===== config.mk =====
export PLATFORM = sky130hd
export DESIGN_NAME = mem_arbiter
export DESIGN_NICKNAME = d
export VERILOG_FILES = /design/src/rtl/mem_arbiter.sv
export SDC_FILE = /design/constraint.sdc
export NUM_CORES = 1
export LEC_CHECK = 0
export BUFFER_PORTS_ARGS = -buffer_cell sky130_fd_sc_hd__buf_2
export CAP_MARGIN = 10
export CORE_MARGIN = 4
export CORE_UTILIZATION = 51
export DETAILED_ROUTE_END_ITERATION = 16
export HOLD_SLACK_MARGIN = 0.1
export PLACE_DENSITY = 0.86
export SLEW_MARGIN = 10
export SYNTH_ARGS = -nofsm -noshare
export SYNTH_HDL_FRONTEND = slang
export SYNTH_SLANG_ARGS = --single-unit

===== constraint.sdc =====
create_clock -name CLK -period 4.6 [get_ports CLK]
set_clock_uncertainty 0.1 [all_clocks]
set_input_delay 0.23 -clock CLK [delete_from_list [all_inputs] [get_ports CLK]]
set_output_delay 0.23 -clock CLK [all_outputs]
set_load 0.02 [all_outputs]

===== src/rtl/mem_arbiter.sv =====
// mem_arbiter: shares one single-port synchronous RAM between the instruction-fetch (I) and
// load/store (D) ports, one transaction at a time. Define MEM_ARB_RR_EN for round-robin on contention.
module mem_arbiter #(
   parameter int ADDR_W = 32
) (
   input  logic              CLK,
   input  logic              RESET,
   input  logic              i_req,
   input  logic [ADDR_W-1:0] i_addr,
   output logic              i_ready,
   output logic [31:0]       i_rdata,
   input  logic              d_req,
   input  logic [ADDR_W-1:0] d_addr,
   input  logic [31:0]       d_wdata,
   input  logic [3:0]        d_wmask,
   output logic              d_ready,
   output logic [31:0]       d_rdata,
   output logic              mem_en,
   output logic [ADDR_W-3:0] mem_addr,
   output logic [31:0]       mem_wdata,
   output logic [3:0]        mem_wmask,
   input  logic [31:0]       mem_rdata,
   output logic              busy,
   output logic              owner
);

   typedef enum logic [1:0] {
      ST_IDLE   = 2'd0,
      ST_ACCESS = 2'd1,
      ST_RESP   = 2'd2
   } state_t;

   state_t            r_state;
   state_t            w_state_nxt;
   logic              r_owner;
   logic              r_mem_en;
   logic [ADDR_W-3:0] r_addr;
   logic [31:0]       r_wdata;
   logic [3:0]        r_wmask;
   logic [31:0]       r_i_rdata;
   logic [31:0]       r_d_rdata;
   logic              w_any_req;
   logic              w_grant_d;
   logic              w_take;
   logic              w_resp;
   logic              w_unused_addr_bits;

   assign w_any_req          = i_req | d_req;
   assign w_unused_addr_bits = ^{i_addr[1:0], d_addr[1:0]};

`ifdef MEM_ARB_RR_EN
   // On contention the port that did not win last time gets the grant.
   assign w_grant_d = d_req & (~i_req | ~r_owner);
`else
   assign w_grant_d = d_req;
`endif

   always_comb begin
      // NOTE: defaults first so every path assigns every output (no inferred latch).
      w_state_nxt = r_state;
      w_take      = 1'b0;
      unique case (r_state)
         ST_IDLE, ST_RESP: begin
            if (w_any_req) begin
               w_state_nxt = ST_ACCESS;
               w_take      = 1'b1;
            end else begin
               w_state_nxt = ST_IDLE;
            end
         end
         ST_ACCESS: w_state_nxt = ST_RESP;
         default:   w_state_nxt = ST_IDLE;
      endcase
   end

   always_ff @(posedge CLK or negedge RESET) begin
      if (!RESET) begin
         r_state   <= ST_IDLE;
         r_owner   <= 1'b0;
         r_mem_en  <= 1'b0;
         r_addr    <= '0;
         r_wdata   <= '0;
         r_wmask   <= '0;
         r_i_rdata <= '0;
         r_d_rdata <= '0;
      end else begin
         // NOTE: non-blocking so every register samples pre-edge values, independent of statement order.
         r_state  <= w_state_nxt;
         r_mem_en <= w_take;
         if (w_take) begin
            r_owner <= w_grant_d;
            if (w_grant_d) begin
               r_addr  <= d_addr[ADDR_W-1:2];
               r_wdata <= d_wdata;
               r_wmask <= d_wmask;
            end else begin
               r_addr  <= i_addr[ADDR_W-1:2];
               r_wdata <= '0;
               r_wmask <= '0;
            end
         end
         // Keep the last delivered word so rdata holds between ready pulses.
         if (r_state == ST_RESP) begin
            if (r_owner) r_d_rdata <= mem_rdata;
            else         r_i_rdata <= mem_rdata;
         end
      end
   end

   assign w_resp    = (r_state == ST_RESP);
   assign i_ready   = w_resp & ~r_owner;
   assign d_ready   = w_resp & r_owner;
   assign i_rdata   = i_ready ? mem_rdata : r_i_rdata;
   assign d_rdata   = d_ready ? mem_rdata : r_d_rdata;
   assign mem_en    = r_mem_en;
   assign mem_addr  = r_addr;
   assign mem_wdata = r_wdata;
   assign mem_wmask = r_wmask;
   assign busy      = (r_state != ST_IDLE);
   assign owner     = r_owner;

endmodule

==> results of run 1 <==
final timing paths:
path / from / end / slack, ps / depth (start not counted)
worst max-delay path: owner$_DFFE_PN0P_ / d_rdata[21] / 1730 / 4
worst min-delay path: RESET / r_i_rdata[5]$_DFFE_PN0P_ / 310 / 2
worst max register to register: r_state[0]$_DFF_PN0_ / mem_addr[21]$_DFFE_PN0P_ / 1800 / 5
worst min register to register: r_i_rdata[4]$_DFFE_PN0P_ / r_i_rdata[4]$_DFFE_PN0P_ / 390 / 1
max in group asynchronous: RESET / r_d_rdata[6]$_DFFE_PN0P_ / 2760 / 3
min in group CLK: d_req / owner$_DFFE_PN0P_ / 320 / 3
power by group:
part / total, W / internal [W] / switching (W) / leakage [nW]
combinational: 0.00209 / 0.000979 / 0.00111 / 3.00
clock: 0.00129 / 0.000813 / 0.000474 / 0.265
sequential: 0.00176 / 0.00155 / 0.000208 / 1.58
total: 0.00513 / 0.00334 / 0.00179 / 4.84
what timing repair did:
item / 4_1_cts / 5_1_grt
resized for setup: 0 / 0
hold buffers: 130 / 0
endpoints found under the hold margin: 200 / 0
synthesized netlist by cell type:
library cell	number
dfrtp_1	133
a22o_1	36
buf_6	11
inv_1	62
o21bai_4	1
a222oi_1	30
nor2_1	30
clkbuf_1	10
buf_2	10
nor3b_4	1
mux2_4	59
nor2b_1	2
mux2_1	1
mux2_2	35
nand2b_1	1
a21o_1	1
and2b_1	1
nand3b_4	1
or2_2	1
cell usage in the layout, fill, tap and decap left out:
cell type and instances:
a21o_1 1, a222oi_1 30, a22o_1 36, and2b_1 1
buf_2 265, buf_4 6, buf_6 1, bufinv_16 2
clkbuf_1 4, clkbuf_16 17, clkbuf_8 2, clkinv_2 2
clkinvlp_4 1, dfrtp_1 133, diode_2 1, dlygate4sd3_1 130
inv_1 62, mux2_1 1, mux2_2 35, mux2_4 59
nand2b_1 1, nand3b_4 1, nor2_1 30, nor2b_2 1
nor2b_4 1, nor3b_4 1, o21bai_4 1, or2_2 1
registers in the layout (all words and copies together), names as in the netlist:
register   flops
mem_addr      30
r_d_rdata     32
r_state        2
owner          1
r_i_rdata     32
mem_wmask      4
mem_wdata     32
cells by family after synthesis:
family	synth area share
buffers and inverters	0.07542
AO/OA/AOI/OAI	0.1090
multiplexers	0.2192
AND/OR/NAND/NOR	0.03123
flip-flops	0.5651
through the flow:
stage / util / instance area [µm²] / hold slack (ps)
2_1_floorplan: - / 5889 / -165.6
3_3_place_gp: 0.6541 / 7246 / 154.5
4_1_cts: 0.8208 / 9092 / 283.7
6_report: 0.8210 / 9095 / 310.4
5_1_grt: 0.8208 / 9092 / 336.0
3_5_place_dp: 0.6541 / 7246 / 169.9
routing by layer:
metal / part of all wire / track usage / up-vias
li1: - / - / 2276
met1: 0.35 / 0.3620 / 2603
met2: 0.51 / 0.5590 / 370
met3: 0.094 / 0.1050 / 77
met4: 0.043 / 0.1455 / 2
met5: 0.00062 / 0 / -
layout make-up:
cell class / count / area [µm²] / area share
clock inverters: 5 / 77.57 / 0.008529
flip-flops and latches: 133 / 3328 / 0.3659
clock buffers: 23 / 467.9 / 0.05145
multi-input cells: 200 / 2127 / 0.2339
well taps: 140 / 175.2 / 0.01926
diodes: 1 / 2.502 / 0.0002751
repair buffers: 402 / 2684 / 0.2951
inverters: 62 / 232.7 / 0.02559
==> run metrics, run 1 <==
layout cells sized above 1=0.4800; Final Critical Period=about 2900 ps; clock latency on the worst-skew pair=about 400 ps; Avg Inst Size Synth=between 10 and 15 µm²; number of fill cells=533; Area contributors post-synth=dfrtp_1, mux2_4, mux2_2, a22o_1, a222oi_1; CTS buffer count=17; I/O Pins=between 200 and 300; root buf cell=clkbuf_16; clk buf depth=2; CP Capture Type=primary output; CTS tree=built; Chip Width=between 100 and 150 µm; Hold Path Class=in -> async; Worst Path Max Fanout=38; crit-path cells=nand3b_4 -> buf_4 -> mux2_4 -> buf_2; worst slack, placed=between 2000 and 2500 ps; final worst slack=1725 ps; gr usage total=0.3222; maxcap violations=0; Vias=~5300; Worst path slowest cell=nand3b_4; synthesized area=a little under 6000 µm²; fmax=~350 MHz; outcome=finished, final reports clean; Netlist cell types=19; Final period util=0.6250; Required @ worst endpoint=about 4300 ps; Die Area=13330 µm²; Setup CP Type=reg -> out; wire per inst=between 20 and 25 µm; Congestion Overflow GR=0; post-synth top area cell=dfrtp_1; first-pass GRT wire length=~33000 µm; fin cells=between 900 and 1000; Worst Max-Slew Pin Slew=~1300 ps; CTS HTree Levels=4; Top delay family on crit path=buffers and inverters; RSZ-0062 raised after global routing=false; Clock Sinks=approximately 130; flops & latches, synth=~130; final number of setup-violating endpoints=0; Syn-to-layout area delta=54.43%; final slew viol count=0; Synth Instances=426; Worst EP arrival=about 2500 ps; Seq/Total Area, Yosys=0.5651; IO Port Bufs=approximately 270; initial antenna violation count=1; # nets final=952; number of routed nets with antenna violations=0; PwrDens=roughly 560 nW/µm²; Fin. Hold Viols=0; placer's final routability congestion estimate=0.8363; row count=38; type of origin of the critical path=register; Power, Total=between 0.005 and 0.006 W; CORE AREA=roughly 11000 µm²; pin count of the biggest net entering global routing=just over 70; Leak=~4.8 nW; sum of buffers and inverters on the critical path=2; postcts setup bufs=0; Synth top area share=0.5651; drt pass-1 iters=9; relative slew slack=0.1460; clock transition at the registers of the reported paths=approximately 60 ps; Total Wirelength=20890 µm; post-synth net total=between 500 and 600; max incr delay on CP=about 580 ps; Initial Utilization=0.5316; Post-Place Cells=807; Initial DRC Count=610; # DRC=0; Via-to-Cell Ratio=5.516; setup TNS=0 ps; Synth warnings=0; Die H=approximately 120 µm; vias in the first global route=around 6000; Max VDD drop=about 0.0005 V; hpwl dp=about 11000 µm
Power figures use the tool's default switching activity.
==> run 2, diff against run 1 <==
Settings changed: CORE_UTILIZATION 51 to 42, PLACE_DENSITY 0.86 to 0.76.
Clock period 4.6 ns to 2.3 ns, I/O delays scaled along.
==> run metrics, run 2 (synthesized netlist as in run 1, its figures left out) <==
outcome=finished, final reports clean; Final Core Density=0.6763; Worst Path Max Fanout=66; CORE AREA=around 14000 µm²; number of diodes=0; Die Area=around 16000 µm²; root buf cell=clkbuf_16; most used cell, CP=buf_4; Top delay family on crit path=buffers and inverters; drt pass-1 iters=14; gr usage total=0.2217; Clock Sinks=between 100 and 150; Post-Place Cells=around 850; Worst Max-Slew Pin Slew=about 740 ps; Vias=between 5000 and 6000; RSZ-0062 raised after global routing=false; # nets final=slightly below 1000; clk buf depth=2; IO Port Bufs=266; fmax=between 400 and 500 MHz; CTS buffer count=17; crit-path cells=buf_4 -> o21bai_4 -> buf_4 -> a222oi_1; Setup CP Type=reg -> reg; max incr delay on CP=around 560 ps; CTS tree=built; # DRC=0; pin count of the biggest net entering global routing=between 60 and 70; Initial Utilization=0.4259; number of routed nets with antenna violations=0; sum of buffers and inverters on the critical path=2; Worst EP arrival=2280 ps; Worst path slowest cell=buf_4; layout cells sized above 1=0.4941; vias in the first global route=5623; Initial DRC Count=between 300 and 400; Die H=~130 µm; hpwl dp=roughly 11000 µm; I/O Pins=between 200 and 300; initial antenna violation count=1; Hold Path Class=in -> async; clock latency on the worst-skew pair=between 400 and 500 ps; final slew viol count=0; Via-to-Cell Ratio=about 5.1; clock transition at the registers of the reported paths=about 60 ps; CTS HTree Levels=4; first-pass GRT wire length=between 20000 and 30000 µm; Total Wirelength=approximately 18000 µm; Syn-to-layout area delta=58.78%; Fin. Hold Viols=0; PwrDens=~1100 nW/µm²; Final period util=0.9320; Final Critical Period=around 2100 ps; setup TNS=0 ps; Chip Width=around 130 µm; Congestion Overflow GR=0; type of origin of the critical path=register; Max VDD drop=~0.00046 V; relative slew slack=0.5027; leading cell type in the layout, fill and taps excluded=buf_2; Leak=between 4 and 5 nW; placer's final routability congestion estimate=a little over 0.8; CP Capture Type=register; commonest cells after routing, fill and taps aside=buf_2, dfrtp_1, dlygate4sd3_1; row count=43; Required @ worst endpoint=roughly 2400 ps; final number of setup-violating endpoints=0; fin cells=slightly above 1000; wire per inst=17.63 µm; maxcap violations=0
## run 2: changes by cell type in the layout (fill, tap and decap cells not counted), sizes merged, moves of 3 or more
cell	before	now
clkinv	2	5
buf	272	284
clkbuf	23	18
inv	62	66
## run 2: layout make-up
class	count	area [µm²]
fill	912	4476
sequential	133	3328
timing repair buffer	415	2821
multi-input combinational	200	2132
clock buffer	18	439.2
inverter	62	232.7
tap	180	225.2
clock inverter	14	172.7
## run 2: stage by stage
| stage | power (W) | setup WS (ps) | hold slack, ps | cell area, µm² |
|---|---|---|---|---|
| after floorplan | 0.006025 | 491.6 | -280.6 | 5889 |
| after global placement | 0.007110 | 252.5 | 48.18 | 7371 |
| after detailed placement | 0.007235 | 145.6 | 63.94 | 7371 |
| after CTS | 0.01023 | 30.75 | 192.1 | 9294 |
| after global routing | 0.01070 | 1.972 | 227.1 | 9351 |
| final | 0.01023 | 156.4 | 170.4 | 9351 |
## run 2: final timing paths
check	from	end	slack, ps	depth (start not counted)
setup / recovery	r_state[0]$_DFF_PN0_	mem_addr[16]$_DFFE_PN0P_	160	4
hold / removal	RESET	r_i_rdata[15]$_DFFE_PN0P_	170	2
setup reg to reg	r_state[0]$_DFF_PN0_	mem_addr[16]$_DFFE_PN0P_	160	4
hold reg to reg	r_i_rdata[5]$_DFFE_PN0P_	r_i_rdata[5]$_DFFE_PN0P_	380	1
max in group asynchronous	RESET	mem_wdata[1]$_DFFE_PN0P_	1180	3
min in group CLK	d_req	mem_addr[9]$_DFFE_PN0P_	280	3
## run 2: where the power goes
group          switching [W]  internal (W)
Combinational        0.00208       0.00190
Clock                0.00105       0.00174
Sequential          0.000363       0.00310
Total                0.00349       0.00675
## run 2: worst register-to-register path, delay by kind of cell (launching register included)
| kind | cells | cell delay, ps |
|---|---|---|
| compound gates | 2 | 510 |
| buf+inv | 2 | 950 |
| flops | 1 | 430 |
## run 2: layer usage
metal  GRT usage  share of wire
met4      0.1003          0.035
met1      0.2573           0.37
met2      0.3808           0.51
met3     0.06316          0.084
met5           0        0.00039
## run 2: repair_timing
action                     4_1_cts  5_1_grt
setup buffers                    0        7
resized for setup                0        0
hold endpoints to repair       198        0
setup endpoints to repair        0       12
hold buffers                   131        0
==> run 3, diff against run 2 <==
Settings changed: PLACE_DENSITY 0.76 to default, PLACE_DENSITY_LB_ADDON from default to 0.12.
==> run metrics, run 3 (synthesized netlist as in run 1, its figures left out) <==
outcome=finished, final reports clean; Syn-to-layout area delta=59.36%; max incr delay on CP=about 600 ps; Initial DRC Count=261; Congestion Overflow GR=0; Total Wirelength=16960 µm; Sequential Area=3329 µm²; gr usage total=0.2125; Worst EP arrival=roughly 2500 ps; CTS buffer count=17; row count=43; drt pass-1 iters=5; final slew viol count=0; Vias=approximately 5000; Max VDD drop=0.0006340 V; wire per inst=roughly 17 µm; vias in the first global route=5390; hpwl dp=between 10000 and 15000 µm; Fin. Hold Viols=0; I/O Pins=271; Hold Path Class=in -> async; Via-to-Cell Ratio=4.858; number of routed nets with antenna violations=0; Die Area=15980 µm²; maxcap violations=0; first-pass GRT wire length=between 20000 and 30000 µm; number of fill cells=978; crit path launch=r_state[0]$_DFF_PN0_; Clock Sinks=approximately 130; Initial Utilization=0.4259; final number of setup-violating endpoints=0; Die H=about 130 µm; clock transition at the registers of the reported paths=roughly 60 ps; Final Core Density=0.6788; Worst path slowest cell=dlygate4sd3_1; fmax=approximately 450 MHz; pin count of the biggest net entering global routing=62; Leak=between 4 and 5 nW; post-route cell area=between 9000 and 10000 µm²; layout cells sized above 1=0.4898; Final Critical Period=between 2000 and 2500 ps; # DRC=0; area occupied by multi-input gates=2127 µm²; Critical R2R Launch=r_state[0]$_DFF_PN0_; number of diodes=0; CTS tree=built; Power, Total=between 0.01 and 0.015 W; IO Port Bufs=266; CTS HTree Levels=4; # nets final=960; crit-path cells=o21bai_4 -> buf_8 -> a222oi_1 -> dlygate4sd3_1; type of origin of the critical path=register; root buf cell=clkbuf_16; Chip Width=between 100 and 150 µm; CP Capture Type=register; Worst Max-Slew Pin Slew=804.5 ps; initial antenna violation count=0; DP Area=roughly 7400 µm²; setup TNS=0 ps; leading cell type in the layout, fill and taps excluded=buf_2; RSZ-0062 raised after global routing=false; Required @ worst endpoint=roughly 2600 ps; Final period util=0.9594; PwrDens=1114 nW/µm²; relative slew slack=0.4622; clk buf depth=2; Setup CP Type=reg -> reg; CORE AREA=around 14000 µm²; commonest cells after routing, fill and taps aside=buf_2, dfrtp_1, dlygate4sd3_1; placer's final routability congestion estimate=0.7716; Worst Path Max Fanout=33; clock latency on the worst-skew pair=around 410 ps
-- run 3: layout make-up --
class / count / share of cell area
multi-input combinational: 200 / 0.2266
inverter: 62 / 0.02480
clock inverter: 9 / 0.01840
timing repair buffer: 410 / 0.3005
sequential: 133 / 0.3548
clock buffer: 23 / 0.05093
tap: 180 / 0.02400
-- run 3: worst paths after layout --
check	cells after the start	slack, ps	to
max	4	90	mem_addr[28]$_DFFE_PN0P_
min	2	160	r_d_rdata[8]$_DFFE_PN0P_
max reg2reg	4	90	mem_addr[28]$_DFFE_PN0P_
min reg2reg	1	380	r_i_rdata[5]$_DFFE_PN0P_
max in group asynchronous	3	1220	mem_wdata[21]$_DFFE_PN0P_
min in group CLK	4	170	mem_addr[9]$_DFFE_PN0P_
-- run 3: where the power goes --
group	switching [W]	internal, W
Combinational	0.00205	0.00198
Sequential	0.000345	0.00310
Clock	0.000974	0.00201
-- run 3: layer usage --
layer	global-route usage	vias to the layer above	routed length, µm
li1	-	2294	-
met1	0.2438	2373	6453
met2	0.3599	234	8525
met3	0.06484	40	1394
met4	0.1066	0	586
met5	0	-	0
-- run 3: repair_timing --
action,CTS,global route
setup buffers,0,2
hold buffers,130,0
endpoints found under the hold margin,264,0
gates resized for setup,0,5
setup endpoints to repair,0,42
-- run 3: per-stage QoR --
step	cells	setup slack, ps	hold slack (ps)
after CTS	1015	2.373	139.4
after floorplan	426	491.6	-280.6
after global placement	853	504.2	32.26
after detailed placement	853	499.7	40.49
after global routing	1017	2.656	217.1
final	1017	93.35	163.8
-- run 3: critical path: cells and delay by family, from the launching register on --
| family | cells | cell delay [ps] |
|---|---|---|
| compound gates | 2 | 740 |
| buf+inv | 2 | 860 |
| flops | 1 | 450 |
